**src/rtl/uart_word_rx_pkg.sv**
```systemverilog
// Shared definitions for the word-assembling UART receiver.
// Optional 8E1 framing is enabled by defining UART_PARITY_EN.
package uart_word_rx_pkg;

    // UART frame constants
    localparam int   DATA_BITS  = 8;
    localparam logic IDLE_LEVEL = 1'b1;

    // Receiver FSM states; PARITY is only entered when UART_PARITY_EN is defined
    typedef enum logic [2:0] {
        ST_IDLE,
        ST_START,
        ST_DATA,
        ST_PARITY,
        ST_STOP
    } rx_state_e;

endpackage

```
**src/rtl/uart_word_rx_bit_sampler.sv**
```systemverilog
// Serial front end: rxd synchroniser, start detection, mid-bit sampling
// and byte shift register. Emits one byte_valid or byte_err pulse per frame.
// With UART_PARITY_EN defined the frame is 8E1, otherwise 8N1.
module uart_bit_sampler
    import uart_word_rx_pkg::*;
#(
    parameter int CLKS_PER_BIT = 868
) (
    input  logic       clk_i,
    input  logic       rst_ni,
    input  logic       rxd_i,
    output logic       byte_valid_o,
    output logic [7:0] byte_data_o,
    output logic       byte_err_o,
    output logic       busy_o
);

    localparam int             CW       = $clog2(CLKS_PER_BIT);
    localparam logic [CW-1:0]  CNT_HALF = CW'(CLKS_PER_BIT / 2 - 1);
    localparam logic [CW-1:0]  CNT_LAST = CW'(CLKS_PER_BIT - 1);
    localparam logic [2:0]     BIT_LAST = 3'(DATA_BITS - 1);

    rx_state_e      state_q;
    logic           sync1_q;
    logic           rs_q;
    logic           rs_prev_q;
    logic [CW-1:0]  cnt_q;
    logic [2:0]     bit_q;
    logic [7:0]     shreg_q;
    logic           byte_valid_q;
    logic           byte_err_q;
`ifdef UART_PARITY_EN
    logic           par_err_q;
`endif

    // Two-flop synchroniser plus a delayed copy for falling-edge detection
    always_ff @(posedge clk_i or negedge rst_ni) begin
        if (!rst_ni) begin
            sync1_q   <= IDLE_LEVEL;
            rs_q      <= IDLE_LEVEL;
            rs_prev_q <= IDLE_LEVEL;
        end else begin
            sync1_q   <= rxd_i;
            rs_q      <= sync1_q;
            rs_prev_q <= rs_q;
        end
    end

    // Frame FSM; only a 1->0 edge starts a frame, so a held-low break cannot retrigger
    always_ff @(posedge clk_i or negedge rst_ni) begin
        if (!rst_ni) begin
            state_q      <= ST_IDLE;
            cnt_q        <= '0;
            bit_q        <= '0;
            shreg_q      <= '0;
            byte_valid_q <= 1'b0;
            byte_err_q   <= 1'b0;
`ifdef UART_PARITY_EN
            par_err_q    <= 1'b0;
`endif
        end else begin
            byte_valid_q <= 1'b0;
            byte_err_q   <= 1'b0;
            case (state_q)
                ST_IDLE: begin
                    cnt_q <= '0;
                    if (rs_prev_q && !rs_q) state_q <= ST_START;
                end
                ST_START: begin
                    if (cnt_q == CNT_HALF) begin
                        cnt_q   <= '0;
                        bit_q   <= '0;
                        state_q <= rs_q ? ST_IDLE : ST_DATA;
                    end else begin
                        cnt_q <= cnt_q + 1'b1;
                    end
                end
                ST_DATA: begin
                    if (cnt_q == CNT_LAST) begin
                        cnt_q   <= '0;
                        shreg_q <= {rs_q, shreg_q[7:1]};
                        bit_q   <= bit_q + 1'b1;
                        if (bit_q == BIT_LAST) begin
`ifdef UART_PARITY_EN
                            state_q <= ST_PARITY;
`else
                            state_q <= ST_STOP;
`endif
                        end
                    end else begin
                        cnt_q <= cnt_q + 1'b1;
                    end
                end
`ifdef UART_PARITY_EN
                ST_PARITY: begin
                    if (cnt_q == CNT_LAST) begin
                        cnt_q     <= '0;
                        par_err_q <= ^{shreg_q, rs_q};
                        state_q   <= ST_STOP;
                    end else begin
                        cnt_q <= cnt_q + 1'b1;
                    end
                end
`endif
                ST_STOP: begin
                    if (cnt_q == CNT_LAST) begin
                        cnt_q   <= '0;
                        state_q <= ST_IDLE;
`ifdef UART_PARITY_EN
                        if (rs_q && !par_err_q) byte_valid_q <= 1'b1;
                        else                    byte_err_q   <= 1'b1;
`else
                        if (rs_q) byte_valid_q <= 1'b1;
                        else      byte_err_q   <= 1'b1;
`endif
                    end else begin
                        cnt_q <= cnt_q + 1'b1;
                    end
                end
                default: state_q <= ST_IDLE;
            endcase
        end
    end

    assign byte_valid_o = byte_valid_q;
    assign byte_err_o   = byte_err_q;
    assign byte_data_o  = shreg_q;
    assign busy_o       = (state_q != ST_IDLE);

endmodule

```
**src/rtl/uart_word_rx.sv**
```systemverilog
// UART receiver assembling WORD_BYTES bytes (first byte in [7:0]) into a word
// with valid/ready output, overrun detection and inter-byte idle timeout.
// Define UART_PARITY_EN for 8E1 framing with even-parity checking.
module uart_word_rx
    import uart_word_rx_pkg::*;
#(
    parameter int CLKS_PER_BIT = 868,
    parameter int WORD_BYTES   = 4,
    parameter int TIMEOUT_BITS = 20
) (
    input  logic                            clk_i,
    input  logic                            rst_ni,
    input  logic                            rxd_i,
    output logic [8*WORD_BYTES-1:0]         word_data_o,
    output logic                            word_valid_o,
    input  logic                            word_ready_i,
    output logic [$clog2(WORD_BYTES+1)-1:0] byte_count_o,
    output logic                            frame_err_o,
    output logic                            overrun_o,
    output logic                            timeout_o,
    output logic                            busy_o
);

    localparam int              W         = 8 * WORD_BYTES;
    localparam int              BCW       = $clog2(WORD_BYTES + 1);
    localparam int              TLIM      = TIMEOUT_BITS * CLKS_PER_BIT;
    localparam int              TCW       = $clog2(TLIM);
    localparam logic [BCW-1:0]  LAST_BYTE = BCW'(WORD_BYTES - 1);
    localparam logic [TCW-1:0]  TMO_LAST  = TCW'(TLIM - 1);

    logic           byte_valid;
    logic [7:0]     byte_data;
    logic           byte_err;
    logic           samp_busy;

    logic [W-1:0]   acc_q, acc_d;
    logic [W-1:0]   word_q, word_d;
    logic           valid_q, valid_d;
    logic [BCW-1:0] bc_q, bc_d;
    logic [TCW-1:0] tmo_cnt_q, tmo_cnt_d;
    logic           ferr_q, ferr_d;
    logic           ovr_q, ovr_d;
    logic           tmo_q, tmo_d;
    logic           accept;

    uart_bit_sampler #(
        .CLKS_PER_BIT (CLKS_PER_BIT)
    ) u_sampler (
        .clk_i        (clk_i),
        .rst_ni       (rst_ni),
        .rxd_i        (rxd_i),
        .byte_valid_o (byte_valid),
        .byte_data_o  (byte_data),
        .byte_err_o   (byte_err),
        .busy_o       (samp_busy)
    );

    assign accept = valid_q && word_ready_i;

    // Byte assembly, output handshake and idle timeout next-state
    always_comb begin
        acc_d     = acc_q;
        word_d    = word_q;
        valid_d   = valid_q;
        bc_d      = bc_q;
        tmo_cnt_d = '0;
        ferr_d    = 1'b0;
        ovr_d     = 1'b0;
        tmo_d     = 1'b0;

        if (accept) valid_d = 1'b0;

        if (byte_err) begin
            ferr_d = 1'b1;
            bc_d   = '0;
        end else if (byte_valid) begin
            acc_d[8*int'(bc_q) +: 8] = byte_data;
            if (bc_q == LAST_BYTE) begin
                bc_d = '0;
                // A word completing while the previous one is still held is dropped
                if (!valid_q || accept) begin
                    word_d  = acc_d;
                    valid_d = 1'b1;
                end else begin
                    ovr_d = 1'b1;
                end
            end else begin
                bc_d = bc_q + 1'b1;
            end
        end else if (bc_q != '0 && !samp_busy) begin
            if (tmo_cnt_q == TMO_LAST) begin
                tmo_d = 1'b1;
                bc_d  = '0;
            end else begin
                tmo_cnt_d = tmo_cnt_q + 1'b1;
            end
        end
    end

    // Output and assembly state registers
    always_ff @(posedge clk_i or negedge rst_ni) begin
        if (!rst_ni) begin
            acc_q     <= '0;
            word_q    <= '0;
            valid_q   <= 1'b0;
            bc_q      <= '0;
            tmo_cnt_q <= '0;
            ferr_q    <= 1'b0;
            ovr_q     <= 1'b0;
            tmo_q     <= 1'b0;
        end else begin
            acc_q     <= acc_d;
            word_q    <= word_d;
            valid_q   <= valid_d;
            bc_q      <= bc_d;
            tmo_cnt_q <= tmo_cnt_d;
            ferr_q    <= ferr_d;
            ovr_q     <= ovr_d;
            tmo_q     <= tmo_d;
        end
    end

    assign word_data_o  = word_q;
    assign word_valid_o = valid_q;
    assign byte_count_o = bc_q;
    assign frame_err_o  = ferr_q;
    assign overrun_o    = ovr_q;
    assign timeout_o    = tmo_q;
    assign busy_o       = samp_busy;

endmodule

```
**config.mk**
```make
export PLATFORM = sky130hd
export DESIGN_NAME = uart_word_rx
export DESIGN_NICKNAME = d
export VERILOG_FILES = /design/src/rtl/uart_word_rx_pkg.sv /design/src/rtl/uart_word_rx_bit_sampler.sv /design/src/rtl/uart_word_rx.sv
export SDC_FILE = /design/constraint.sdc
export NUM_CORES = 1
export LEC_CHECK = 0
export ABC_AREA = 1
export CORE_MARGIN = 2
export CORE_UTILIZATION = 52
export DETAILED_ROUTE_END_ITERATION = 12
export PLACE_DENSITY = 0.72
export SETUP_SLACK_MARGIN = 0.02
export SLEW_MARGIN = 20
export SYNTH_ARGS = -nofsm -noshare
export SYNTH_HDL_FRONTEND = slang
export SYNTH_HIERARCHICAL = 1
export SYNTH_SLANG_ARGS = --single-unit
```
**constraint.sdc**
```tcl
create_clock -name clk_i -period 2.1 [get_ports clk_i]
set_input_delay 0.315 -clock clk_i [delete_from_list [all_inputs] [get_ports clk_i]]
set_output_delay 0.315 -clock clk_i [all_outputs]
set_load 0.02 [all_outputs]
```
==> results of run 1 <==
==> registers in the layout, summed over array words and instances, names as in the netlist, 3 cells and up <==
name	flops
acc_q	32
byte_count_o	3
tmo_cnt_q	15
u_sampler/bit_q	3
u_sampler/byte_data_o	8
u_sampler/cnt_q	10
u_sampler/state_q	3
word_data_o	32
==> logic make-up after synthesis <==
family | Yosys count | share of synthesized area
AND/OR/NAND/NOR | 375 | 0.2965
flip-flops | 115 | 0.5205
buffers and inverters | 88 | 0.06599
AO/OA/AOI/OAI | 83 | 0.08655
adder cells (fa/ha/maj) | 10 | 0.02260
XOR/XNOR | 5 | 0.007909
==> worst max-delay path: stages (launching register included) <==
cell           delay [ps]
dfrtp_1               380
inv_1                  70
nand2_1               120
nor2_2                140
inv_1                 110
dlygate4sd2_1         340
==> cell type report <==
type,count,share of cell area
clock buffer,25,0.07540
clock inverter,5,0.003742
inverter,72,0.04079
multi-input combinational,473,0.3439
sequential,115,0.4309
tap,136,0.02544
timing repair buffer,55,0.07989
==> timing repair <==
item,in CTS,in global routing
endpoints found under the setup margin,1,7
hold buffers,1,0
gates resized for setup,1,5
endpoints found under the hold margin,28,0
==> stage by stage <==
step	total power (W)	worst slack, ps	hold WS (ps)	instances	cell area [um2]
floorplan	0.002686	107.5	19.41	676	5537
global placement	0.002815	210.7	264.9	850	6135
detailed placement	0.002830	142.9	270.2	850	6135
CTS	0.005390	28.72	168.8	881	6673
global route	0.005568	10.22	185.6	881	6688
finish	0.005336	104.7	193.2	881	6688
==> routing by layer <==
layer  GRT usage  vias up  part of all wire
met4      0.1132        0             0.022
li1            -     2267                 -
met2      0.3400       90              0.47
met3     0.06079       25             0.043
met5           0        -                 0
met1      0.3140     2219              0.46
==> power by group through the flow <==
stage	clock network [W]	logic (W)	registers (W)
2_1_floorplan	0	0.000260	0.00243
3_3_place_gp	0	0.000384	0.00243
3_5_place_dp	0	0.000395	0.00243
4_1_cts	0.00259	0.000397	0.00240
5_1_grt	0.00271	0.000450	0.00241
6_report	0.00254	0.000391	0.00240
==> placed cells by master, fill, tap and decap left out, types with 6 or more instances in the layout <==
| cell type | instances |
|---|---|
| a21oi_1 | 6 |
| buf_4 | 11 |
| clkbuf_16 | 16 |
| clkbuf_8 | 7 |
| clkdlybuf4s50_1 | 40 |
| dfrtp_1 | 112 |
| ha_1 | 10 |
| inv_1 | 63 |
| nand2_1 | 235 |
| nand2_2 | 8 |
| nand3_1 | 40 |
| nand4_1 | 9 |
| nor2_1 | 58 |
| o21ai_0 | 23 |
| o21ai_1 | 25 |
| o21ai_2 | 10 |
| o22ai_1 | 17 |
==> final timing paths <==
path                                           to  cells past startpoint
min in group asynchronous            tmo_cnt_q[6]                      2
worst min-delay path            u_sampler/sync1_q                      1
worst max register to register    word_data_o[15]                      9
worst max-delay path                       busy_o                      5
max in group asynchronous                acc_q[1]                      3
worst min register to register     u_sampler/rs_q                      0
==> flow_metrics.env, run 1 <==
export IMPL_status="finished, final reports clean"
export IMPL_hold_class="input pin to flop"
export IMPL_comb_power_share=0.073
export IMPL_route_vias_total=4601
export IMPL_synth_warnings=6
export IMPL_clkLatencyLatePin_ps=530
export IMPL_ys_flop_type="dfrtp_1"
export IMPL_drive_above_1_share=0.1195
export IMPL_path_max_fanout=4
export IMPL_syn_area_mm2=0.005537
export IMPL_slew_headroom=0.4885
export IMPL_syn_nets=690
export IMPL_drv_cap=0
export IMPL_row_count=37
export IMPL_fp_dieH_um=107.2
export IMPL_fin_nets=748
export IMPL_antenna_found_initial=0
export IMPL_setup_violations=0
export IMPL_worst_endpoint_required_ps=1780
export IMPL_ant_nets=0
export IMPL_area_growth_pct=20.79
export IMPL_grt_overflow=0
export IMPL_drt_iter0_markers=242
export IMPL_portBuffers=43
export IMPL_switching_power_w=0.001273
export IMPL_grt_pass1_wl_um=20730
export IMPL_r2r_slack_ps=310
export IMPL_yosysSeqAreaShare=0.5205
export IMPL_dieArea_mm2=0.01149
export IMPL_synth_edf_count=0
export IMPL_multi_input_area_mm2=0.002300
export IMPL_cts_root_buf="clkbuf_8"
export IMPL_critPathLaunch="u_sampler/state_q[1]"
export IMPL_cts_sinks=115
export IMPL_syn_avg_cell_area_um2=8.190
export IMPL_ir_worst_vdd_v=0.0005295
export IMPL_cts_tree="done"
export IMPL_path_class="flop to output port"
export IMPL_antenna_cells=0
export IMPL_yosys_top_cells_count="nand2_1, dfrtp_1, inv_1"
export IMPL_grt_pass1_vias=4453
export IMPL_cp_end_kind="output port"
export IMPL_period_share=0.9501
export IMPL_yosysTopAreaCell="dfrtp_1"
export IMPL_max_freq_mhz=501.2
export IMPL_switching_share=0.2386
export IMPL_timing_clock_skew_ps=5.997
export IMPL_numCtsBuffers=17
export IMPL_clkPwrFrac=0.477
export IMPL_dr_pass1_iters=6
export IMPL_power_leakage_nw=3.134
export IMPL_async_flop_share=1.000
export IMPL_ios=44
export IMPL_cts_buffer_depth=2
export IMPL_initial_core_util=0.5363
export IMPL_reg2reg_from="byte_count_o[0]"
export IMPL_min_delay_start="rxd_i"
export IMPL_tns_ps=0
export IMPL_rsz0062_at_grt="true"
export IMPL_synth_area_top_cells="dfrtp_1, nand2_1, inv_1"
export IMPL_drv_slew=0
export IMPL_power_internal_w=0.004063
export IMPL_syn_inst=676
export IMPL_grt_max_degree=67
export IMPL_gp_congestion=0.8942
export IMPL_cts_setup_buffers=0
export IMPL_yosysMostFrequentCell="nand2_1"
export IMPL_hold_violations=0
export IMPL_grt_util_all_layers=0.2300
export IMPL_netlist_area_leader_share=0.5062
export IMPL_seq_area_mm2=0.002882
export IMPL_hpwl_um=8340
export IMPL_die_w_um=107.2
export IMPL_drcViolationCount=0
export IMPL_avgRoutedWirePerCell_um=13.60
export IMPL_crit_arrival_ps=1680
export IMPL_p_seq_frac=0.450
export IMPL_pwr_density_cell_mw_per_mm2=797.9
export IMPL_fill_cells=867
export IMPL_worstMarginPinSlew_ps=766.4
export IMPL_coreArea_mm2=0.01032
export IMPL_h_tree_depth=4
export IMPL_fin_util=0.6478
export IMPL_routed_wl_um=11980
export IMPL_yosysUniqueCellTypes=34
export IMPL_cp_start_kind="flop"
export IMPL_synth_seq_cells=115
export IMPL_period_needed_ps=1995
export IMPL_cts_clk_slew_worst_paths_ps=50
export IMPL_avgViaCountPerCell=5.222
(Power assumes the default switching activity.)
==> run 2, diff against run 1 <==
--- a/config.mk
+++ b/config.mk
@@ -6,10 +6,11 @@
 export NUM_CORES = 1
 export LEC_CHECK = 0
 export ABC_AREA = 1
-export CORE_MARGIN = 2
-export CORE_UTILIZATION = 52
+export CELL_PAD_IN_SITES_DETAIL_PLACEMENT = 0
+export CELL_PAD_IN_SITES_GLOBAL_PLACEMENT = 1
+export CORE_UTILIZATION = 44
 export DETAILED_ROUTE_END_ITERATION = 12
-export PLACE_DENSITY = 0.72
+export PLACE_DENSITY_LB_ADDON = 0.1
 export SETUP_SLACK_MARGIN = 0.02
 export SLEW_MARGIN = 20
 export SYNTH_ARGS = -nofsm -noshare
==> run 2 against run 1 <==
- critical path depth down 3
- die area up 13%
- utilization down 9.5 points
- wire length up 4.0%
- non-clock buffer count up 1
- clock power down 2%
- sequential share of layout area down 0.22 points
- register-to-register slack better by 20 ps
- worst setup slack better by 65 ps
- final cell count up 4.0%
==> flow_metrics.env, run 2 (synthesis results as in run 1) <==
export IMPL_area_growth_pct=21.40
export IMPL_power_w=0.005285
export IMPL_drv_cap=0
export IMPL_final_cell_area_mm2=0.006721
export IMPL_gp_congestion=0.8630
export IMPL_row_count=40
export IMPL_cts_buffer_depth=2
export IMPL_initial_core_util=0.4552
export IMPL_max_freq_mhz=518.1
export IMPL_drcViolationCount=0
export IMPL_cts_sinks=115
export IMPL_slowest_delay_ps=650
export IMPL_grt_pass1_vias=4489
export IMPL_portBuffers=43
export IMPL_period_share=0.9191
export IMPL_period_needed_ps=1930
export IMPL_crit_slowest_cell="clkdlybuf4s50_1"
export IMPL_pwr_density_cell_mw_per_mm2=786.2
export IMPL_path_max_fanout=14
export IMPL_hold_violations=0
export IMPL_antenna_found_initial=0
export IMPL_h_tree_depth=4
export IMPL_drv_slew=0
export IMPL_ant_nets=0
export IMPL_grt_max_degree=43
export IMPL_numCtsBuffers=17
export IMPL_routed_wl_um=12460
export IMPL_status="finished, final reports clean"
export IMPL_tns_ps=0
export IMPL_path_cells="buf_4 > clkdlybuf4s50_1"
export IMPL_hold_class="input pin to flop"
export IMPL_dr_pass1_iters=5
export IMPL_fin_nets=749
export IMPL_avgRoutedWirePerCell_um=13.61
export IMPL_die_w_um=114.2
export IMPL_fp_dieH_um=114.2
export IMPL_fin_util=0.5527
export IMPL_ir_worst_vdd_v=0.0005749
export IMPL_hpwl_um=8668
export IMPL_cts_clk_slew_worst_paths_ps=50
export IMPL_hold_ws_ps=315.4
export IMPL_route_vias_total=4474
export IMPL_setup_violations=0
export IMPL_clkLatencyLatePin_ps=410
export IMPL_crit_arrival_ps=1620
export IMPL_worst_endpoint_required_ps=1780
export IMPL_grt_overflow=0
export IMPL_rsz0062_at_grt="false"
export IMPL_path_class="flop to output port"
export IMPL_power_leakage_nw=3.101
export IMPL_cts_root_buf="clkbuf_16"
export IMPL_layout_common_cells="nand2_1, dfrtp_1, inv_1"
export IMPL_ios=44
export IMPL_grt_pass1_wl_um=21300
export IMPL_avgViaCountPerCell=4.884
export IMPL_coreArea_mm2=0.01216
export IMPL_cp_start_kind="flop"
export IMPL_drive_above_1_share=0.1096
export IMPL_final_common_cell="nand2_1"
export IMPL_worstMarginPinSlew_ps=739.2
export IMPL_antenna_cells=0
export IMPL_postPlaceCellArea_mm2=0.006207
export IMPL_dieArea_mm2=0.01304
export IMPL_cp_end_kind="output port"
export IMPL_grt_util_all_layers=0.2141
export IMPL_drt_iter0_markers=266
export IMPL_timing_clock_skew_ps=6.414
export IMPL_slew_headroom=0.5067
export IMPL_cts_tree="done"
==> run 2: changes by cell type in the layout (fill, tap and decap cells not counted), sizes merged <==
cell           delta
dlymetal6s2s      -1
clkinv            -4
clkbuf            +6
buf               +1
clkdlybuf4s50     +1
==> run 2: final cells by class <==
cell class | count | area (um2)
clock buffer | 31 | 498.0
fill | 1120 | 5440
multi-input combinational | 473 | 2292
sequential | 115 | 2882
tap | 168 | 210.2
clock inverter | 1 | 5.005
inverter | 72 | 270.3
timing repair buffer | 56 | 564.3
==> run 2: worst paths after layout <==
| kind | from | endpoint | slack (ps) | cells past startpoint |
|---|---|---|---|---|
| hold / removal | rxd_i | u_sampler/sync1_q | 320 | 1 |
| hold reg to reg | u_sampler/sync1_q | u_sampler/rs_q | 350 | 0 |
| setup reg to reg | byte_count_o[0] | word_data_o[23] | 330 | 7 |
| setup / recovery | byte_count_o[0] | byte_count_o[0] | 170 | 2 |
| max in group asynchronous | rst_ni | u_sampler/sync1_q | 990 | 3 |
| min in group asynchronous | rst_ni | tmo_cnt_q[10] | 440 | 2 |
==> run 2: metrics by stage <==
stage / std cells / setup WS [ps]
2_1_floorplan: 676 / 107.5
3_3_place_gp: 883 / 338.2
3_5_place_dp: 883 / 331.1
4_1_cts: 916 / 148.5
5_1_grt: 916 / 36.27
6_report: 916 / 169.8
==> run 2: timing repair <==
action / in CTS / in global routing
setup buffers: 0 / 0
gates resized for setup: 1 / 1
endpoints found under the hold margin: 39 / 0
endpoints found under the setup margin: 1 / 1
hold buffers: 1 / 0
==> run 2: worst max-delay path: cells and delay by family (launching register included) <==
kind	cells	cell delay, ps
buffers and inverters	2	840
flip-flops	1	350
==> run 2: where the power goes <==
part / switching (W) / internal (W)
clock network: 0.000917 / 0.00157
logic: 0.000244 / 0.000153
registers: 0.0000996 / 0.00231
total: 0.00126 / 0.00402
==> run 2: metal layers <==
metal	global-route usage	up-vias	wire [um]
met5	0	-	0
met4	0.07186	0	111
met3	0.06247	8	495
met2	0.3479	72	6118
met1	0.2743	2121	5738
li1	-	2273	-
